File: src/rtl/multi_channel_interval_tracker.sv
// multi_channel_interval_tracker: per-cycle history of NUM_CHANNELS tracked/corroborating pairs with
// an on-request serial scan that reports the first activity interval after a channel's previous end.
// Ports:
//    clk, rst                           clock, synchronous active-high reset
//    tracked_signal, corroborating_signal  per-channel levels captured every cycle
//    req_valid/req_ready, req_channel, req_lookback   query handshake (window = newest L entries)
//    resp_valid/resp_ready, resp_start, resp_end, resp_start_found, resp_end_found, resp_err   response
//    end_upd_valid, end_upd_channel, end_upd_value    external previous-end override
//    now                                timestamp of the most recently written entry
module multi_channel_interval_tracker #(
   parameter int NUM_CHANNELS = 4,
   parameter int DEPTH        = 16,
   parameter int TIME_WIDTH   = 32,
   localparam int CW = NUM_CHANNELS > 1 ? $clog2(NUM_CHANNELS) : 1,
   localparam int AW = $clog2(DEPTH),
   localparam int LW = AW + 1
) (
   input  logic                    clk,
   input  logic                    rst,
   input  logic [NUM_CHANNELS-1:0] tracked_signal,
   input  logic [NUM_CHANNELS-1:0] corroborating_signal,
   input  logic                    req_valid,
   output logic                    req_ready,
   input  logic [CW-1:0]           req_channel,
   input  logic [LW-1:0]           req_lookback,
   output logic                    resp_valid,
   input  logic                    resp_ready,
   output logic [TIME_WIDTH-1:0]   resp_start,
   output logic [TIME_WIDTH-1:0]   resp_end,
   output logic                    resp_start_found,
   output logic                    resp_end_found,
   output logic                    resp_err,
   input  logic                    end_upd_valid,
   input  logic [CW-1:0]           end_upd_channel,
   input  logic [TIME_WIDTH-1:0]   end_upd_value,
   output logic [TIME_WIDTH-1:0]   now
);
   localparam logic [1:0] IDLE = 2'd0, SCAN = 2'd1, RESP = 2'd2;
   logic [1:0] state;
   logic [AW-1:0] wptr, rd_ptr, rd_idx;
   logic [LW-1:0] fill, snap_l, cnt;
   logic [CW-1:0] snap_ch, rd_ch;
   logic [TIME_WIDTH-1:0] scan_time, res_start, res_end, nxt_end, diff;
   logic res_sf, res_ef, res_err, rd_trk, rd_cor;
   logic accept, bad, hit, fall, nxt_ef, done;
   logic [NUM_CHANNELS-1:0] trk_mem [DEPTH];
   logic [NUM_CHANNELS-1:0] cor_mem [DEPTH];
   logic [TIME_WIDTH-1:0] prev_end [NUM_CHANNELS];
   logic [NUM_CHANNELS-1:0] prev_ok;
   assign req_ready        = state == IDLE;
   assign resp_valid       = state == RESP;
   assign resp_start       = resp_valid ? res_start : '0;
   assign resp_end         = resp_valid ? res_end : '0;
   assign resp_start_found = resp_valid && res_sf;
   assign resp_end_found   = resp_valid && res_ef;
   assign resp_err         = resp_valid && res_err;
   assign accept = req_valid && req_ready;
   assign bad    = req_lookback == '0 || req_lookback > fill || 32'(req_channel) >= NUM_CHANNELS;
   // The history is read through a register: the oldest entry of a full window is read on the
   // same edge that overwrites it, so the scan still sees pre-accept data, one entry ahead each cycle.
   assign rd_idx = state == IDLE ? wptr - AW'(req_lookback) + AW'(1) : rd_ptr;
   assign rd_ch  = state == IDLE ? req_channel : snap_ch;
   assign diff   = scan_time - prev_end[snap_ch];
   assign hit    = !res_sf && rd_trk && (!prev_ok[snap_ch] || $signed(diff) > 0);
   assign fall   = res_sf && !rd_trk;
   // A corroborated entry inside a started interval is a candidate end; a falling tracked edge overrides it.
   assign nxt_end = fall ? scan_time - 1'b1 : (hit || res_sf) && rd_cor ? scan_time : res_end;
   assign nxt_ef  = res_ef || fall || ((hit || res_sf) && rd_cor);
   assign done    = (hit && rd_cor) || fall || cnt == snap_l - 1'b1;
   always_ff @(posedge clk)
      if (!rst) begin
         trk_mem[wptr + AW'(1)] <= tracked_signal;
         cor_mem[wptr + AW'(1)] <= corroborating_signal;
      end
   always_ff @(posedge clk) begin
      if (rst) begin
         state   <= IDLE;
         wptr    <= '1;
         now     <= '0;
         fill    <= '0;
         prev_ok <= '0;
      end else begin
         wptr   <= wptr + AW'(1);
         now    <= now + 1'b1;
         fill   <= fill == LW'(DEPTH) ? fill : fill + 1'b1;
         rd_trk <= trk_mem[rd_idx][rd_ch];
         rd_cor <= cor_mem[rd_idx][rd_ch];
         rd_ptr <= rd_idx + AW'(1);
         case (state)
            IDLE:
               if (accept) begin
                  snap_ch   <= req_channel;
                  snap_l    <= req_lookback;
                  cnt       <= '0;
                  scan_time <= now - TIME_WIDTH'(req_lookback) + 1'b1;
                  res_start <= '0;
                  res_end   <= '0;
                  res_sf    <= 1'b0;
                  res_ef    <= 1'b0;
                  res_err   <= bad;
                  state     <= bad ? RESP : SCAN;
               end
            SCAN: begin
               cnt       <= cnt + 1'b1;
               scan_time <= scan_time + 1'b1;
               res_sf    <= res_sf || hit;
               res_start <= hit ? scan_time : res_start;
               res_end   <= nxt_end;
               res_ef    <= nxt_ef;
               if (done) begin
                  state <= RESP;
                  if (nxt_ef) begin
                     prev_end[snap_ch] <= nxt_end;
                     prev_ok[snap_ch]  <= 1'b1;
                  end
               end
            end
            RESP: state <= resp_ready ? IDLE : RESP;
            default: state <= IDLE;
         endcase
         // Placed last so an external override beats a same-cycle internal update.
         if (end_upd_valid) begin
            prev_end[end_upd_channel] <= end_upd_value;
            prev_ok[end_upd_channel]  <= 1'b1;
         end
      end
   end
endmodule
File: config.mk
export PLATFORM = sky130hd
export DESIGN_NAME = multi_channel_interval_tracker
export DESIGN_NICKNAME = d
export VERILOG_FILES = /design/src/rtl/multi_channel_interval_tracker.sv
export SDC_FILE = /design/constraint.sdc
export NUM_CORES = 1
export LEC_CHECK = 0
export CAP_MARGIN = 10
export CORE_MARGIN = 2
export CORE_UTILIZATION = 55
export CTS_BUF_LIST = sky130_fd_sc_hd__clkbuf_2 sky130_fd_sc_hd__clkbuf_4 sky130_fd_sc_hd__clkbuf_8
export DETAILED_ROUTE_END_ITERATION = 16
export PLACE_DENSITY = 0.78
export SETUP_SLACK_MARGIN = 0.4
export SLEW_MARGIN = 20
export SYNTH_ARGS = -nofsm -noshare
export SYNTH_HDL_FRONTEND = slang
export SYNTH_SLANG_ARGS = --single-unit
File: constraint.sdc
create_clock -name clk -period 9.7 [get_ports clk]
set_input_delay 2.425 -clock clk [delete_from_list [all_inputs] [get_ports clk]]
set_output_delay 2.425 -clock clk [all_outputs]
set_load 0.005 [all_outputs]
==> results of run 1 <==
[per-layer routing]
metal	up-vias	global-route usage	wire length, um
li1	9188	-	-
met1	9682	0.410	29600
met2	968	0.525	36100
met3	172	0.0602	5490
met4	2	0.146	3470
met5	-	0	12
[power groups by stage]
stage / Combinational, uW / Clock [uW] / Sequential (uW)
after floorplan: 1100 / 0 / 2240
after global placement: 1610 / 0 / 2290
after detailed placement: 1630 / 0 / 2290
after CTS: 1640 / 1690 / 2260
after global routing: 1810 / 1750 / 2270
final: 1670 / 1670 / 2260
[layout make-up]
class,instances,area share
multi-input combinational,1796,0.410
tap,592,0.0263
timing repair buffer,180,0.0617
inverter,120,0.0160
clock inverter,29,0.00801
clock buffer,102,0.0448
sequential,422,0.433
[sequential cells by signal, summed over array words and instances, names as in the netlist, 5 cells and up, named ones only]
signal and cells:
cnt 5, cor_mem 64, fill 5, now 32
prev_end 128, res_end 32, res_start 32, scan_time 32
snap_l 5, trk_mem 64
[path summary, 6_finish.rpt]
check	start	end	slack, ns	depth (start not counted)
hold reg to reg	prev_ok[2]$_SDFF_PP0_	prev_ok[2]$_SDFF_PP0_	0.47	2
setup / recovery	flop	prev_end[3][24]$_DFFE_PP_	2.44	16
hold / removal	prev_ok[2]$_SDFF_PP0_	prev_ok[2]$_SDFF_PP0_	0.47	2
setup reg to reg	flop	prev_end[3][24]$_DFFE_PP_	2.44	16
[metrics by stage]
| stage | power, uW | hold WS [ns] | worst slack [ns] | std cells |
|---|---|---|---|---|
| floorplan | 3340 | 0.432 | 3.69 | 2482 |
| global placement | 3900 | 0.448 | 2.64 | 3110 |
| detailed placement | 3930 | 0.455 | 2.63 | 3110 |
| CTS | 5580 | 0.470 | 2.61 | 3241 |
| global route | 5820 | 0.492 | 2.05 | 3241 |
| finish | 5600 | 0.473 | 2.44 | 3241 |
[Yosys cell counts, drive strengths merged (10+ instances only)]
cell      n
dfxtp    49
o21ai   113
and3     30
a32o     10
nand2b   22
xnor2    88
a21o     36
and2    111
a21oi   171
buf      30
clkbuf  114
nor3     38
nor2    284
a31oi    28
nand3    91
inv     119
mux4     33
nand2   307
or3      14
o221ai   10
edfxtp  373
mux2i    11
a211oi   15
a311oi   27
ha      113
xor2     40
nand4    20
o21a     15
[critical path: stages (launching register included)]
cell       delay (ns)
dfxtp_2          0.70
buf_4            0.45
mux4_2           0.57
inv_1            0.07
ha_1             0.31
a21o_1           0.20
a211oi_1         0.41
a2bb2oi_1        0.25
a21boi_1         0.50
nor3_1           0.16
a2111oi_0        0.78
and4b_1          0.31
nand4_1          0.15
or4b_4           0.72
and2_1           0.43
a222oi_1         0.81
a21oi_1          0.13
[logic make-up after synthesis]
kind of cell,after synthesis
compound gates,528
xor+xnor,128
fa+ha+maj,116
buf+inv,264
flops,422
mux,48
simple gates,976
[cell usage in the layout (no fill, tap or decap), drive strengths merged, types with 8 or more instances in the layout]
cell / n
o221ai: 10
nand3: 91
a21o: 36
nand4: 20
a211o: 9
a32o: 10
and3: 30
xor2: 40
and2: 111
nor4: 9
mux2i: 11
clkinv: 24
nor3: 38
nor2: 284
nand2: 307
clkbuf: 102
edfxtp: 373
or2: 8
a31oi: 28
a311oi: 27
mux4: 33
o2111ai: 8
o22ai: 8
a211oi: 15
nor2b: 9
dfxtp: 49
or3: 14
clkdlybuf4s50: 154
nand2b: 22
ha: 113
xnor2: 88
o21a: 15
buf: 26
o211ai: 9
a21oi: 171
inv: 121
o21ai: 113
==> metrics.yaml, run 1 <==
status:
  run_status: "complete, no violations"
timing:
  finClkSkew_ns: 0.0314
  max_freq_mhz: 138
  period_minus_slack_ns: 7.26
  relSlewSlack: 0.236
  rsz0062_at_grt: "false"
  hold_viol: 0
  final-setup-viol-count: 0
  slew_violations: 0
  tns_ns: 0
  min_period_over_period: 0.749
  tightest_slew_ns: 1.14
yosys:
  synth_top_family_by_area: "simple AND/OR/NAND/NOR gates"
  synth-compound-area-share: 0.139
  synth.avg_cell_area_sq_um: 9.95
  yosys.area.top_type: "edfxtp_1"
  yosysSeqAreaShare: 0.493
  async_flop_share: 0
  yosys.area.top_type_share: 0.454
  synth_fa_ha_area_frac: 0.0597
  ys.flop_type: "edfxtp_1"
  synth-simple-area-share: 0.184
  synthesis.instances: 2482
  synth_edf_count: 373
  synth_cell_types: 84
  synth-xor-area-share: 0.0454
  ys_ff_latch: 422
  synthMuxAreaShare: 0.0364
  synth_area_leaders: "edfxtp_1 45%, ha_1 5.7%, nand2_1 4.7%"
  syn_nets: 2652
  yosys_warnings: 0
  synth_area_sq_um: 24700
grt:
  grt_pass1_wl_um: 113000
  grt_use_total: 0.319
  grt_max_degree: 69
  grt_pass1_vias: 19300
  antenna_found_initial: 1
  overflow: 0
final_layout:
  post-route-util: 0.636
  fillers: 3524
  drive_gt1_frac: 0.0827
  multi_input_area_sq_um: 11500
  finalNetCount: 2762
  diodes: 0
  final_area_sq_um: 28100
  register_area_sq_um: 12200
  area_growth_pct: 14.0
clocking:
  cts_tree: "built"
  cts.clk_slew.worst_paths_ns: 0.06
  insertion_delay_ns: 0.68
  htreeDepth: 3
  numCtsBuffers: 72
  cts_sinks: 422
  max-clock-path-buffers: 3
  cts_hold_buf: 0
  root_buffer: "clkbuf_8"
  cts_setup_buffers: 0
  cts_resized: 0
detailed_routing:
  via_per_inst: 6.17
  drtIter0Drc: 2186
  wire_per_inst_um: 23.0
  ant_nets: 0
  vias: 20000
  first_pass_iters: 6
  drc: 0
  drt_wl_total_um: 74700
power:
  switchingPower_uw: 1930
  internal_power_uw: 3670
  cellPowerDensity_nw_per_um2: 199
  p_comb_frac: 0.299
  seqPwrFrac: 0.404
  sw_frac_of_total: 0.345
  p_leak_uw: 0.0104
  pwr-share-clk: 0.298
  peakVddDrop_mv: 0.197
setup_path:
  crit_fanout: 22
  startpoint_type: "flop"
  path_class: "flop to flop"
  worstPathRequired_ns: 10.06
  cp-end-kind: "flop"
  arrival_ns: 7.62
floorplanning:
  rows: 77
  pin_count: 155
  core_sq_um: 44200
  die_w_um: 216
  dieArea_sq_um: 46600
  start_util: 0.558
  fp.dieH_um: 216
worst_hold_path:
  hold_path.class: "flop to flop"
place:
  place.gp.congestion: 0.993
  hpwl_um: 53900
  placed_cell_area_sq_um: 26600
  io_buffers: 154
flow_run:
  drv_cap: 0
(Power assumes the default switching activity.)
==> run 2: changes to the inputs <==
Clock period 9.7 ns to 7.1 ns, I/O delays scaled along.
==> metrics.yaml, run 2 (synthesized netlist as in run 1, its figures left out) <==
floorplanning:
  fp.dieH_um: 216
  rows: 77
  dieArea_sq_um: 46600
  die_w_um: 216
  start_util: 0.558
  core_sq_um: 44200
  pin_count: 155
final_layout:
  area_growth_pct: 15.4
  largest_register_ffs: 128
  instances_no_fill: 3282
  drive_gt1_frac: 0.0945
  reg_top3: "prev_end (128), cor_mem (64), trk_mem (64)"
  regMostFlops: "prev_end"
  finalNetCount: 2803
  fillers: 3417
  final_cell_mix: "373 x edfxtp_1, 307 x nand2_1, 282 x nor2_1"
  layout_commonest_cell: "edfxtp_1"
setup_path:
  slowest_stage: "or4b_4"
  reg2reg_slack_ns: 0.73
  crit_chain: "buf_12 > mux4_2 > inv_1 > ha_1 > a21o_1 > a31oi_1 > o311ai_0 > o2111ai_1 > or4_1 > a2111oi_2 > and4b_1 > nand4_1 > or4b_4 > and2_1 > a222oi_1 > a21oi_1"
  cp-end-kind: "flop"
  r2r_cells: 16
  startpoint_type: "flop"
  crit_fanout: 22
  arrival_ns: 6.74
  cp_slowest_stage_delay_ns: 0.73
  worstPathBufferInverterCount: 2
  worstPathRequired_ns: 7.47
  reg2reg_to: "prev_end[3][22]$_DFFE_PP_"
  path_class: "flop to flop"
  critical_path.top_delay_family: "compound AO/OA/AOI/OAI gates"
clocking:
  cts_tree: "built"
  insertion_delay_ns: 0.67
  numCtsBuffers: 72
  htreeDepth: 3
  max-clock-path-buffers: 3
  cts_resized: 0
  cts_sinks: 422
  cts.clk_slew.worst_paths_ns: 0.06
  root_buffer: "clkbuf_8"
timing:
  tns_ns: 0
  slew_violations: 0
  min_period_over_period: 0.898
  max_freq_mhz: 157
  final-setup-viol-count: 0
  tightest_slew_ns: 1.09
  rsz0062_at_grt: "false"
  relSlewSlack: 0.271
  hold_viol: 0
  finClkSkew_ns: 0.0271
  period_minus_slack_ns: 6.37
  setup_ws_ns: 0.727
place:
  dpl_worst_slack_ns: 0.797
  hpwl_um: 54200
  io_buffers: 154
  place.gp.congestion: 1.04
  dp_cells: 3149
detailed_routing:
  drt_wl_total_um: 74800
  drc: 0
  ant_nets: 0
  wire_per_inst_um: 22.8
  first_pass_iters: 7
  vias: 20400
  via_per_inst: 6.22
  drtIter0Drc: 2453
grt:
  antenna_found_initial: 2
  grt_use_total: 0.319
  grt_max_degree: 79
  grt_pass1_wl_um: 114000
  grt_pass1_vias: 19600
  overflow: 0
flow_run:
  drv_cap: 0
status:
  run_status: "complete, no violations"
power:
  p_leak_uw: 0.0106
  cellPowerDensity_nw_per_um2: 270
  peakVddDrop_mv: 0.239
worst_hold_path:
  hp-start: "prev_ok[0]$_SDFF_PP0_"
  hold_path.class: "flop to flop"
  worstHoldEndpoint: "prev_ok[0]$_SDFF_PP0_"
  hold_depth: 2
-- run 2: worst reg2reg max path: cells and delay by family, from the launching register on --
kind | cells | cell delay (ns)
and+or+nand+nor | 5 | 2.11
DFF | 1 | 0.57
AOI/OAI and AO/OA | 7 | 2.24
muxes | 1 | 0.54
adders and majority gates | 1 | 0.30
buffers and inverters | 2 | 0.33
-- run 2: per-stage QoR --
stage	cell area (sq um)	util	total power [uW]	hold WS [ns]
finish	28500	0.644	7700	0.483
global route	28500	0.644	7990	0.510
detailed placement	27000	0.610	5390	0.457
floorplan	24700	-	4560	0.432
global placement	27000	0.610	5330	0.446
CTS	28500	0.644	7660	0.471
-- run 2: what timing repair did --
action	4_1_cts	5_1_grt
setup endpoints to repair	0	1
hold buffers	0	0
setup buffers	0	1
-- run 2: layout make-up --
type / count / area [sq um] / area share
Multi-Input combinational cell: 1796 / 11500 / 0.404
Antenna cell: 1 / 2.50 / 0.0000878
Tap cell: 592 / 741 / 0.0260
Clock buffer: 102 / 1230 / 0.0433
Clock inverter: 28 / 245 / 0.00861
Timing Repair Buffer: 221 / 2110 / 0.0742
Inverter: 120 / 450 / 0.0158
Sequential cell: 422 / 12200 / 0.428
-- run 2: how the worst max path moves through the flow --
| stage | to | cells past startpoint | startpoint |
|---|---|---|---|
| floorplan | prev_end[0][0]$_DFFE_PP_ | 18 | flop |
| global placement | prev_end[1][22]$_DFFE_PP_ | 16 | flop |
| detailed placement | prev_end[3][24]$_DFFE_PP_ | 16 | flop |
| CTS | prev_end[3][24]$_DFFE_PP_ | 16 | flop |
| global route | prev_end[2][20]$_DFFE_PP_ | 16 | flop |
| finish | prev_end[3][22]$_DFFE_PP_ | 16 | flop |
-- run 2: power breakdown --
group	leakage (uW)	switching [uW]	internal (uW)	total (uW)
clock network	0.000770	1010	1270	2280
registers	0.00380	92.3	2970	3060
logic	0.00602	1490	859	2350
total	0.0106	2600	5100	7700
-- run 2: layer usage --
metal  up-vias  part of all wire  global-route usage
met3       180             0.089              0.0524
met5         -                 0                   0
met2      1123              0.48               0.525
met1      9841              0.38               0.414
li1       9276                 -                   -
met4         0             0.044               0.152
